$ cat src/rtl/klein_pkg.sv
// Shared constants, FSM encoding and key-schedule helpers for the KLEIN-80 cores.
// KLEIN bit 0 (the MSB) maps to the top index of each descending vector here.
// So KLEIN bits [0:63] of an 80-bit key are [79:16].
package klein_pkg;

  localparam int unsigned KLEIN_ROUNDS = 16;
  localparam int unsigned KLEIN_KEY_W  = 80;
  localparam int unsigned KLEIN_BLK_W  = 64;

  typedef enum logic [1:0] {StIdle, StKexp, StDec, StDone} state_e;

  function automatic logic [7:0] xtime(input logic [7:0] a);
    return {a[6:0], 1'b0} ^ (a[7] ? 8'h1b : 8'h00);
  endfunction

  // Multiply by a small constant (up to 0x0f) in GF(2^8) mod 0x11B.
  function automatic logic [7:0] gf_mul(input logic [7:0] a, input logic [3:0] b);
    logic [7:0] p;
    logic [7:0] r;
    p = a;
    r = 8'h00;
    for (int i = 0; i < 4; i++) begin
      if (b[i]) r = r ^ p;
      p = xtime(p);
    end
    return r;
  endfunction

  // Inverse MixColumns on one 32-bit half; byte 0 is the most significant byte.
  function automatic logic [31:0] inv_mix_half(input logic [31:0] h);
    logic [7:0]  a [4];
    logic [31:0] r;
    for (int j = 0; j < 4; j++) a[j] = h[31-8*j -: 8];
    for (int j = 0; j < 4; j++) begin
      r[31-8*j -: 8] = gf_mul(a[j], 4'he) ^ gf_mul(a[(j+1)%4], 4'hb) ^
                       gf_mul(a[(j+2)%4], 4'hd) ^ gf_mul(a[(j+3)%4], 4'h9);
    end
    return r;
  endfunction

  // Forward key step up to (not including) the S-boxes on KLEIN bits [48:63].
  function automatic logic [79:0] fwd_key_pre(input logic [79:0] k, input logic [4:0] c);
    logic [79:0] krot;
    logic [79:0] kfei;
    krot = {k[71:40], k[79:72], k[31:0], k[39:32]};
    kfei = {krot[39:0], krot[79:40] ^ krot[39:0]};
    kfei[63:56] = kfei[63:56] ^ {3'b000, c};
    return kfei;
  endfunction

  // Inverse key step; f already has the S-boxes on KLEIN bits [48:63] undone.
  function automatic logic [79:0] inv_key_post(input logic [79:0] f, input logic [4:0] c);
    logic [79:0] g;
    logic [79:0] krot;
    g = f;
    g[63:56] = g[63:56] ^ {3'b000, c};
    krot = {g[39:0] ^ g[79:40], g[79:40]};
    return {krot[47:40], krot[79:48], krot[7:0], krot[39:8]};
  endfunction

endpackage

$ cat src/rtl/sbox.sv
// KLEIN 4-bit S-box. The table is an involution, so it also serves as its own inverse.
module sbox (
  input  logic [3:0] din,
  output logic [3:0] dout
);

  // Table lookup
  always_comb begin
    dout = 4'h0;
    case (din)
      4'h0: dout = 4'h7;
      4'h1: dout = 4'h4;
      4'h2: dout = 4'ha;
      4'h3: dout = 4'h9;
      4'h4: dout = 4'h1;
      4'h5: dout = 4'hf;
      4'h6: dout = 4'hb;
      4'h7: dout = 4'h0;
      4'h8: dout = 4'hc;
      4'h9: dout = 4'h3;
      4'ha: dout = 4'h2;
      4'hb: dout = 4'h6;
      4'hc: dout = 4'h8;
      4'hd: dout = 4'he;
      4'he: dout = 4'hd;
      4'hf: dout = 4'h5;
      default: dout = 4'h0;
    endcase
  end

endmodule

$ cat src/rtl/klein_80_dec.sv
// Iterative KLEIN-80 decryption core: one inverse round per cycle, key schedule unrolled backwards.
// KLEIN80_DEC_KEYEXP_EN: when defined, `key` is the cipher key and a 16-cycle forward expansion
// runs first. Otherwise `key` must be the final round key k16.
module klein_80_dec
  import klein_pkg::*;
(
  input  logic                   ck,
  input  logic                   rst_n,
  input  logic                   start,
  input  logic [KLEIN_BLK_W-1:0] inp,
  input  logic [KLEIN_KEY_W-1:0] key,
  output logic                   busy,
  output logic                   ready,
  output logic [KLEIN_BLK_W-1:0] out
);

  localparam logic [3:0] LastCnt = 4'(KLEIN_ROUNDS - 1);

  state_e      fsm;
  logic [3:0]  cnt;
  logic [63:0] state;
  logic [79:0] kstate;

  // Round constant: the forward step into k_{cnt+1} and the inverse step out of it both use it.
  logic [4:0] rc;
  assign rc = {1'b0, cnt} + 5'd1;

  // Inverse key step k_{r+1} -> k_r
  logic [15:0] kinv_sb;
  logic [79:0] k_r;
  for (genvar i = 0; i < 4; i++) begin : g_kinv_sbox
    sbox u_sbox (
      .din  (kstate[16+4*i +: 4]),
      .dout (kinv_sb[4*i +: 4])
    );
  end
  assign k_r = inv_key_post({kstate[79:32], kinv_sb, kstate[15:0]}, rc);

  // Inverse round datapath: InvMix, rotate right 16, InvS, add k_r
  logic [63:0] mixed;
  logic [63:0] rotated;
  logic [63:0] subbed;
  logic [63:0] round_out;
  assign mixed   = {inv_mix_half(state[63:32]), inv_mix_half(state[31:0])};
  assign rotated = {mixed[15:0], mixed[63:16]};
  for (genvar i = 0; i < 16; i++) begin : g_state_sbox
    sbox u_sbox (
      .din  (rotated[4*i +: 4]),
      .dout (subbed[4*i +: 4])
    );
  end
  assign round_out = subbed ^ k_r[79:16];

`ifdef KLEIN80_DEC_KEYEXP_EN
  // Forward key step k_cnt -> k_{cnt+1}, identical to the encryptor's schedule
  logic [79:0] kfwd_pre;
  logic [15:0] kfwd_sb;
  logic [79:0] kfwd;
  assign kfwd_pre = fwd_key_pre(kstate, rc);
  for (genvar i = 0; i < 4; i++) begin : g_kfwd_sbox
    sbox u_sbox (
      .din  (kfwd_pre[16+4*i +: 4]),
      .dout (kfwd_sb[4*i +: 4])
    );
  end
  assign kfwd = {kfwd_pre[79:32], kfwd_sb, kfwd_pre[15:0]};
`endif

  // Control FSM with registered state, key, counter and outputs
  always_ff @(posedge ck or negedge rst_n) begin
    if (!rst_n) begin
      fsm    <= StIdle;
      cnt    <= 4'd0;
      state  <= 64'd0;
      kstate <= 80'd0;
      out    <= 64'd0;
      ready  <= 1'b0;
      busy   <= 1'b0;
    end else if (start) begin
      // A new block always wins; any run in flight is dropped
      kstate <= key;
      ready  <= 1'b0;
      busy   <= 1'b1;
`ifdef KLEIN80_DEC_KEYEXP_EN
      cnt    <= 4'd0;
      state  <= inp;
      fsm    <= StKexp;
`else
      cnt    <= LastCnt;
      state  <= inp ^ key[79:16];
      fsm    <= StDec;
`endif
    end else begin
      case (fsm)
`ifdef KLEIN80_DEC_KEYEXP_EN
        StKexp: begin
          kstate <= kfwd;
          if (cnt == LastCnt) begin
            // Whitening uses k16 straight from the combinational step
            state <= state ^ kfwd[79:16];
            fsm   <= StDec;
          end else begin
            cnt <= cnt + 4'd1;
          end
        end
`endif
        StDec: begin
          state  <= round_out;
          kstate <= k_r;
          if (cnt == 4'd0) begin
            out   <= round_out;
            fsm   <= StDone;
            busy  <= 1'b0;
            ready <= 1'b1;
          end else begin
            cnt <= cnt - 4'd1;
          end
        end
        StIdle, StDone: ;
        default: fsm <= StIdle;
      endcase
    end
  end

endmodule
$ cat config.mk
export PLATFORM = sky130hd
export DESIGN_NAME = klein_80_dec
export DESIGN_NICKNAME = d
export VERILOG_FILES = /design/src/rtl/klein_pkg.sv /design/src/rtl/sbox.sv /design/src/rtl/klein_80_dec.sv
export SDC_FILE = /design/constraint.sdc
export NUM_CORES = 1
export LEC_CHECK = 0
export BUFFER_PORTS_ARGS = -buffer_cell sky130_fd_sc_hd__buf_2
export CAP_MARGIN = 10
export CORE_ASPECT_RATIO = 1.75
export CORE_MARGIN = 5
export CORE_UTILIZATION = 45
export CTS_CLUSTER_SIZE = 30
export DETAILED_ROUTE_END_ITERATION = 7
export PLACE_DENSITY = 0.72
export SYNTH_ARGS = -nofsm -noshare
export SYNTH_HDL_FRONTEND = slang
export SYNTH_SLANG_ARGS = --single-unit
$ cat constraint.sdc
create_clock -name ck -period 4.71 [get_ports ck]
set_clock_uncertainty 0.1 [all_clocks]
set_input_delay 0.7065 -clock ck [delete_from_list [all_inputs] [get_ports ck]]
set_output_delay 0.7065 -clock ck [all_outputs]
set_load 0.005 [all_outputs]
==> out/qor.yml, run 1 <==
outcome: "finished clean"
area.growth.synth_to_final_pct: 12.10
total_of_warnings_raised_by_yosys: 0
layout.cells.non_filler: 2630
drt_drc_violations_left: 0
r2r-start: "state[1]"
cell_taking_the_most_area_after_synthesis: "dfrtp_1"
count_of_buffers_added_by_post_cts_timing_repair_for_setup: 0
drt.antenna.violating_nets: 0
place.gp.congestion: 0.9731
number_of_flops_mapped_to_enable_cells_by_yosys: 0
pin_count_of_the_biggest_net_entering_global_routing: 137
clkLatencyLatePin_ns: 0.56
rrSetupSlack_ns: 0.39
postSynthCellCount: 1894
cts-resized-gates: 0
drt_pass1_iterations: 5
antenna_found_initial: 0
tritoncts_num_sinks: 216
min_period_ns: 4.324
max_slew_margin: 0.3567
async_flop_share: 1.000
setup_viol: 0
share_of_the_clock_period_used_by_the_worst_path: 0.9181
synthesis.nets: 2140
dpl.hpwl_um: 56620
postCtsHoldBufs: 0
chipWidth_um: 168.7
synthesis.area_per_instance_um2: 10.47
clock.fmax_mhz: 231.3
timing.setup.critical_path_class: "flop to flop"
fin_setup_tns_ns: 0
path_clk_slew_ns: 0.07
cell_variety_after_synth: 56
via_count: 15030
tightestPinTransition_ns: 0.9650
final_max_slew_viol_count: 0
synth_area_leaders: "dfrtp_1, xnor2_1, xnor3_1, mux2i_1, xor2_1"
crit_fanout: 5
cts-root-to-sink-buffers: 3
kind_of_end_point_of_the_critical_path: "flop"
die_span_y_um: 287.7
cts.htree.levels: 1
numPlacedInstances: 2586
share_of_post_route_cells_with_drive_strength_above_1: 0.1909
timing.critical_path.arrival_ns: 4.68
fin_nets: 2292
crit_required_ns: 5.07
num_rows: 101
rsz_0062_raised_after_global_routing: "false"
die_area_um2: 48550
cell_chosen_for_the_clock_root: "clkbuf_16"
ys_seq_area_frac: 0.2725
viasPerCell: 5.714
gr-total-overflow: 0
cts-buffers-inserted: 24
grt.total_usage: 0.2850
depth_of_the_worst_register_to_register_path: 10
synth.top_cell.area_share: 0.2725
fill_cells: 3967
synth_ff_type: "dfrtp_1"
n_antenna_cell: 0
mostFrequentLayoutCells: "xnor2_1, dfrtp_1, buf_2, nand2_1, o21ai_0"
global_route_wire_length_before_repair_um: 102500
portBuffers: 212
cap_viol_max_count: 0
post_synth_instance_area_um2: 19840
core_um2: 43470
io_pins: 213
drt-wirelength-per-cell_um: 26.88
final.setup.worst_slack_ns: 0.3859
start_kind: "flop"
floorplan.initialDensity: 0.4563
first_iter_violations: 1083
grt_pass1_vias: 15980
dp_worst_setup_slack_ns: 0.4894
synth.ff_latch_count: 216
worst_hold_path_type: "primary input to async pin"
critical_register_to_register_path_endpoint: "state[6]"
totalWireLength_um: 70710
timing_hold_violations_final: 0
cts_tree: "yes"
layout.cells.most_common: "xnor2_1"
## cell usage after synthesis, drive strengths merged, types with 3 or more instances
| library cell | count |
|---|---|
| a221o | 8 |
| nand2b | 4 |
| a21o | 8 |
| a211o | 3 |
| mux2i | 138 |
| nor3 | 8 |
| o211ai | 5 |
| a22oi | 14 |
| inv | 82 |
| or3 | 3 |
| a21oi | 94 |
| xnor2 | 256 |
| xor2 | 160 |
| a211oi | 16 |
| nand3 | 4 |
| mux2 | 41 |
| xnor3 | 96 |
| mux4 | 28 |
| ha | 99 |
| a31oi | 5 |
| dfrtp | 216 |
| xor3 | 28 |
| nor2 | 75 |
| and2 | 6 |
| clkbuf | 86 |
| buf | 36 |
| o21ai | 161 |
| nor3b | 37 |
| nand2 | 158 |
## logic make-up (layout without fill, tap and decap cells)
logic type / after synthesis / count (layout) / share of synthesized area
DFF: 216 / 216 / 0.2725
xor gates and xnor gates: 540 / 540 / 0.3383
adders and majority gates: 99 / 99 / 0.06244
muxes: 207 / 207 / 0.1247
AOI/OAI and AO/OA: 330 / 330 / 0.09442
and+or+nand+nor: 298 / 298 / 0.06623
buffers and inverters: 204 / 374 / 0.04138
## final cells by class
cell class                 instances  area, um2  share of cell area
inverter                          82      307.8             0.01384
tap                              566      708.2             0.03185
sequential                       216       5405              0.2431
timing repair buffer             248       1375             0.06184
clock inverter                    10      88.84            0.003995
clock buffer                      34      719.4             0.03235
multi-input combinational       1474      13630              0.6131
## worst max path at each step
stage	from	to	slack [ns]	cells after the start
after global placement	state[1]	state[6]	0.50	10
after detailed placement	state[1]	state[6]	0.49	10
after floorplan	state[38]	state[29]	1.27	10
after CTS	state[1]	state[6]	0.42	10
final	state[1]	state[6]	0.39	10
after global routing	state[63]	state[47]	0.31	10
## routing by layer
metal,GRT usage,up-vias,part of all wire
met4,0.2211,0,0.094
met3,0.03146,221,0.045
met2,0.5184,561,0.53
met1,0.2944,7501,0.34
li1,-,6745,-
met5,0,-,0
## stage by stage
step,util,instance area (um2),hold WS [ns]
2_1_floorplan,-,19840,0.3109
3_3_place_gp,0.4929,21430,0.3593
3_5_place_dp,0.4929,21430,0.3609
4_1_cts,0.5115,22240,0.07274
5_1_grt,0.5115,22240,0.05863
6_report,0.5115,22240,0.001321
## flip-flops by register name (all words and copies together) (netlist names)
register / count
busy: 1
cnt: 4
state: 64
fsm: 2
kstate: 80
out: 64
ready: 1
## worst max-delay path, stage by stage (launching register included)
cell and delay (ns):
dfrtp_1 0.56, xnor2_1 0.50, xor2_2 0.50, xnor3_1 0.51
xnor2_1 0.39, inv_1 0.16, ha_1 0.34, mux4_2 0.53
xnor2_1 0.23, nand2_1 0.16, a22oi_1 0.24
Power of run 1 is left out: the tool's default activity adds up to more than one toggle a clock period on the data nets, which glitch-free logic cannot reach.
==> run 2: changes to the inputs <==
- CELL_PAD_IN_SITES_DETAIL_PLACEMENT: unset -> 1
- CELL_PAD_IN_SITES_GLOBAL_PLACEMENT: unset -> 2
- CORE_UTILIZATION: 45 -> 40
- PLACE_DENSITY: 0.72 -> 0.91
==> out/qor.yml, run 2 (synthesis results as in run 1) <==
path_clk_slew_ns: 0.07
numPlacedInstances: 2684
drt-wirelength-per-cell_um: 26.92
global_route_wire_length_before_repair_um: 107300
cts-resized-gates: 0
postPlaceCellArea_um2: 21560
antenna_found_initial: 0
crit_fanout: 5
timing_hold_violations_final: 0
slowest_stage_cell_on_the_critical_path: "xnor2_1"
viasPerCell: 5.518
start_kind: "flop"
cap_viol_max_count: 0
io_pins: 213
grt_pass1_vias: 16740
mostFrequentLayoutCells: "xnor2_1, dfrtp_1, buf_2, nand2_1, o21ai_0"
pin_count_of_the_biggest_net_entering_global_routing: 88
outcome: "finished clean"
finalInstanceArea_um2: 22420
die_area_um2: 54320
path_common_cell: "xnor2_1"
area.growth.synth_to_final_pct: 13.02
place.gp.congestion: 0.9784
share_of_the_clock_period_used_by_the_worst_path: 0.9359
clock.fmax_mhz: 226.9
finish.utilization: 0.4545
cts.htree.levels: 1
via_count: 15060
core_um2: 49320
cts_tree: "yes"
num_rows: 108
layout.cells.most_common: "xnor2_1"
tritoncts_num_sinks: 216
totalWireLength_um: 73470
cts-buffers-inserted: 24
r2r-start: "state[1]"
grt.total_usage: 0.2661
timing.critical_path.arrival_ns: 4.77
worst_hold_path_type: "primary input to async pin"
dpl.hpwl_um: 59440
count_of_buffers_added_by_post_cts_timing_repair_for_setup: 0
first_iter_violations: 836
layout.cells.non_filler: 2729
drt_drc_violations_left: 0
tightestPinTransition_ns: 1.032
floorplan.initialDensity: 0.4022
kind_of_end_point_of_the_critical_path: "flop"
drt.antenna.violating_nets: 0
setup.worst_path.start: "state[1]"
rsz_0062_raised_after_global_routing: "false"
fin_setup_tns_ns: 0
biggestRegsByFlops: "kstate (80), out (64), state (64)"
drt_pass1_iterations: 5
timing.setup.critical_path_class: "flop to flop"
timing.critical_path.cells: "xnor2_1 -> xor2_2 -> xnor3_1 -> xnor2_1 -> inv_1 -> ha_1 -> mux4_2 -> xnor2_1 -> nand2_1 -> a22oi_1"
share_of_post_route_cells_with_drive_strength_above_1: 0.1920
crit_required_ns: 5.08
critical_path.max_stage_delay_ns: 0.60
cts-root-to-sink-buffers: 3
rrSetupSlack_ns: 0.30
gr-total-overflow: 0
chipWidth_um: 178.3
max_slew_margin: 0.3121
die_span_y_um: 304.6
largest_register_ff_count: 80
clkLatencyLatePin_ns: 0.56
postCtsHoldBufs: 0
top_register: "kstate"
cell_chosen_for_the_clock_root: "clkbuf_16"
final_max_slew_viol_count: 0
setup_viol: 0
fin_nets: 2296
min_period_ns: 4.408
portBuffers: 212
## run 2: cell types whose count changed in the layout (fill, tap and decap cells not counted), sizes merged
cell,delta
inv,+1
bufinv,+2
clkinv,-5
clkbuf,+1
diode,+1
buf,+4
clkinvlp,+1
## run 2: final cells by class
cell class | count | area (um2)
fillers | 5509 | 26900
flip-flops and latches | 216 | 5405
inverters | 82 | 307.8
clock inverters | 9 | 140.1
diodes | 1 | 2.502
multi-input cells | 1474 | 13630
well taps | 660 | 825.8
clock buffers | 35 | 711.9
repair buffers | 252 | 1393
## run 2: stage by stage
step / hold slack (ns) / worst slack (ns)
after floorplan: 0.3109 / 1.267
after global placement: 0.3578 / 0.4123
after detailed placement: 0.3652 / 0.3520
after CTS: 0.05902 / 0.2981
after global routing: 0.08128 / 0.1889
final: 0.02928 / 0.3019
## run 2: path summary, 6_finish.rpt
kind	cells after the start	end
min	1	out[13]
min in group ck	3	kstate[15]
min reg2reg	2	out[37]
max reg2reg	10	state[6]
max in group asynchronous	2	out[30]
max	10	state[6]
## run 2: worst max-delay path: cells and delay by family, from the launching register on
kind / cells / cell delay, ns
xor+xnor: 5 / 2.36
buf+inv: 1 / 0.16
compound gates: 1 / 0.20
simple gates: 1 / 0.09
flops: 1 / 0.54
fa+ha+maj: 1 / 0.35
mux: 1 / 0.51
## run 2: per-layer routing
metal	track usage	vias up	part of all wire
met5	0	-	0
met4	0.1758	0	0.084
met3	0.02431	193	0.033
met2	0.5006	423	0.54
met1	0.2728	7701	0.34
li1	-	6742	-
Power of run 2 is left out for the same reason.
==> run 3: changes to the inputs <==
--- a/config.mk
+++ b/config.mk
@@ -12,5 +12,5 @@
 export CORE_ASPECT_RATIO = 1.75
 export CORE_MARGIN = 5
-export CORE_UTILIZATION = 40
+export CORE_UTILIZATION = 39
 export CTS_CLUSTER_SIZE = 30
 export DETAILED_ROUTE_END_ITERATION = 7
@@ -18,3 +18,4 @@
 export SYNTH_ARGS = -nofsm -noshare
 export SYNTH_HDL_FRONTEND = slang
+export SYNTH_HIERARCHICAL = 1
 export SYNTH_SLANG_ARGS = --single-unit
==> constraint.sdc (replaced) <==
create_clock -name ck -period 4.71 [get_ports ck]
set_clock_uncertainty 0.1 [all_clocks]
set_input_delay 0.7065 -clock ck [delete_from_list [all_inputs] [get_ports ck]]
set_output_delay 0.7065 -clock ck [all_outputs]
set_load 0.1 [all_outputs]
==> out/qor.yml, run 3 <==
drt_drc_violations_left: 0
synth.top_cell.area_share: 0.2762
layout.cells.most_common: "xnor2_1"
tightestPinTransition_ns: 1.108
grt_busiest_layer: "met2"
totalWireLength_um: 73390
slowest_stage_cell_on_the_critical_path: "dfrtp_1"
n_antenna_cell: 0
cts.htree.levels: 1
place.gp.congestion: 1.014
cell_variety_after_synth: 43
share_of_post_route_cells_with_drive_strength_above_1: 0.2043
top_register: "kstate"
setup.worst_path.start: "state[54]"
depth_of_the_worst_register_to_register_path: 10
grt.total_usage: 0.2628
global_route_wire_length_before_repair_um: 107000
total_of_warnings_raised_by_yosys: 6
tritoncts_num_sinks: 216
outcome: "finished with violations"
clock.fmax_mhz: 225.3
use_met2: 0.4877
timing.critical_path.depth: 10
crit_path_to: "state[47]"
count_of_buffers_added_by_post_cts_timing_repair_for_setup: 0
timing.critical_path.arrival_ns: 4.82
gr-total-overflow: 0
critical_path.n_buffers_inverters: 1
pin_count_of_the_biggest_net_entering_global_routing: 103
final.hold.worst_slack_ns: -0.002994
cts_tree: "yes"
drt.antenna.violating_nets: 0
cell_chosen_for_the_clock_root: "clkbuf_16"
biggestRegsByFlops: "kstate (80), out (64), state (64)"
most_frequent_cell_after_synthesis: "xnor2_1"
rsz_0062_raised_after_global_routing: "false"
via_count: 15320
floorplan.initialDensity: 0.3946
postSynthCellCount: 2007
critical_register_to_register_path_endpoint: "state[47]"
rrSetupSlack_ns: 0.27
grt_pass1_vias: 16740
fill_cells: 5746
number_of_flops_mapped_to_enable_cells_by_yosys: 0
synth_common_cells: "xnor2_1, nand2_1, o21ai_0"
async_flop_share: 1.000
critical_path.max_stage_delay_ns: 0.77
synthesis.nets: 2257
setup_viol: 0
die_area_um2: 54940
drt-wirelength-per-cell_um: 25.72
first_iter_violations: 632
kind_of_end_point_of_the_critical_path: "flop"
cap_viol_max_count: 0
crit_fanout: 9
ys_seq_area_frac: 0.2762
antenna_found_initial: 0
synthesis.area_per_instance_um2: 9.751
synth_area_leaders: "dfrtp_1, xnor2_1, ha_1, xnor3_1, xor2_1"
die_span_y_um: 306.3
chipWidth_um: 179.3
largest_register_ff_count: 80
num_rows: 108
start_kind: "flop"
core_um2: 49590
met1_usage: 0.2720
io_pins: 213
final_max_slew_viol_count: 0
viasPerCell: 5.370
synth_ff_type: "dfrtp_1"
portBuffers: 212
drt_pass1_iterations: 5
crit_required_ns: 5.09
timing.critical_path.cells: "xor3_1 -> xnor3_1 -> xnor2_2 -> xnor2_1 -> inv_1 -> ha_1 -> mux4_1 -> xnor2_1 -> mux2i_1 -> o21ai_0"
share_of_the_clock_period_used_by_the_worst_path: 0.9422
worst_hold_path_type: "primary input to async pin"
max_slew_margin: 0.2616
timing_hold_violations_final: 2
mostFrequentLayoutCells: "xnor2_1, nand2_1, o21ai_0, dfrtp_1, buf_2"
failing_checks: "negative hold slack"
crit_family: "XOR/XNOR gates"
grt.met3_usage: 0.02022
post_synth_instance_area_um2: 19570
cts-root-to-sink-buffers: 3
min_period_ns: 4.438
fin_setup_tns_ns: 0
path_common_cell: "xnor2_1"
dpl.hpwl_um: 59570
path_clk_slew_ns: 0.06
r2r-start: "state[54]"
synth.ff_latch_count: 216
clkLatencyLatePin_ns: 0.57
timing.setup.critical_path_class: "flop to flop"
area.growth.synth_to_final_pct: 13.04
cts-buffers-inserted: 25
cell_taking_the_most_area_after_synthesis: "dfrtp_1"
fin_nets: 2426
run 3: cell count changes in the layout (fill, tap and decap cells not counted), sizes merged, moves of 29 or more:
cell    previous run  this run
nor3b             37         0
a21oi             94        63
nand2            158       246
o21ai            161       241
buf              251       295
mux2i            138        96
xnor2            256       346
a211oi            16        45
xnor3             96        60
run 3: per-stage QoR:
step / utilization / std cells / area (um2) / setup slack (ns) / hold WS (ns)
after floorplan: - / 2007 / 19570 / 1.060 / 0.3109
after global placement: 0.4283 / 2809 / 21240 / 0.4302 / 0.3626
after detailed placement: 0.4283 / 2809 / 21240 / 0.3123 / 0.3710
after CTS: 0.4459 / 2853 / 22110 / 0.2931 / 0.07593
after global routing: 0.4461 / 2853 / 22120 / 0.1345 / 0.1027
final: 0.4461 / 2853 / 22120 / 0.2721 / -0.002994
run 3: how the worst min path moves through the flow:
stage,startpoint,end,slack [ns],cells past startpoint
after floorplan,rst_n,busy,0.31,0
after global placement,out[9],out[9],0.36,2
after detailed placement,out[11],out[11],0.37,2
after CTS,rst_n,out[2],0.08,1
after global routing,rst_n,out[2],0.10,1
final,rst_n,state[0],-0.003,1
run 3: repair_timing:
| action | in CTS | in global routing |
|---|---|---|
| hold buffers | 0 | 0 |
| setup endpoints to repair | 0 | 1 |
| resized for setup | 0 | 1 |
run 3: cell type report:
cell class	instances	area (um2)	share of cell area
clock inverter	10	182.7	0.008258
clock buffer	34	689.4	0.03117
inverter	64	240.2	0.01086
sequential	216	5405	0.2443
tap	660	825.8	0.03733
timing repair buffer	296	1723	0.07788
multi-input combinational	1573	13060	0.5902
run 3: per-layer routing:
layer	up-vias	routed length, um
li1	7023	-
met1	7712	25610
met2	386	39200
met3	201	1986
met4	0	6597
met5	-	0
run 3: kinds of logic (layout without fill, tap and decap cells):
family / Yosys count / after routing / share of synthesized area
buf+inv: 218 / 404 / 0.05786
flops: 216 / 216 / 0.2762
fa+ha+maj: 103 / 103 / 0.06585
xor+xnor: 564 / 564 / 0.3103
simple gates: 369 / 369 / 0.08133
compound gates: 378 / 378 / 0.1098
mux: 159 / 159 / 0.09859
run 3: worst reg2reg max path: stages (launching register included):
cell	delay, ns
dfrtp_1	0.77
xor3_1	0.62
xnor3_1	0.41
xnor2_2	0.19
xnor2_1	0.60
inv_1	0.24
ha_1	0.37
mux4_1	0.53
xnor2_1	0.25
mux2i_1	0.10
o21ai_0	0.18
Power of run 3 is left out for the same reason.
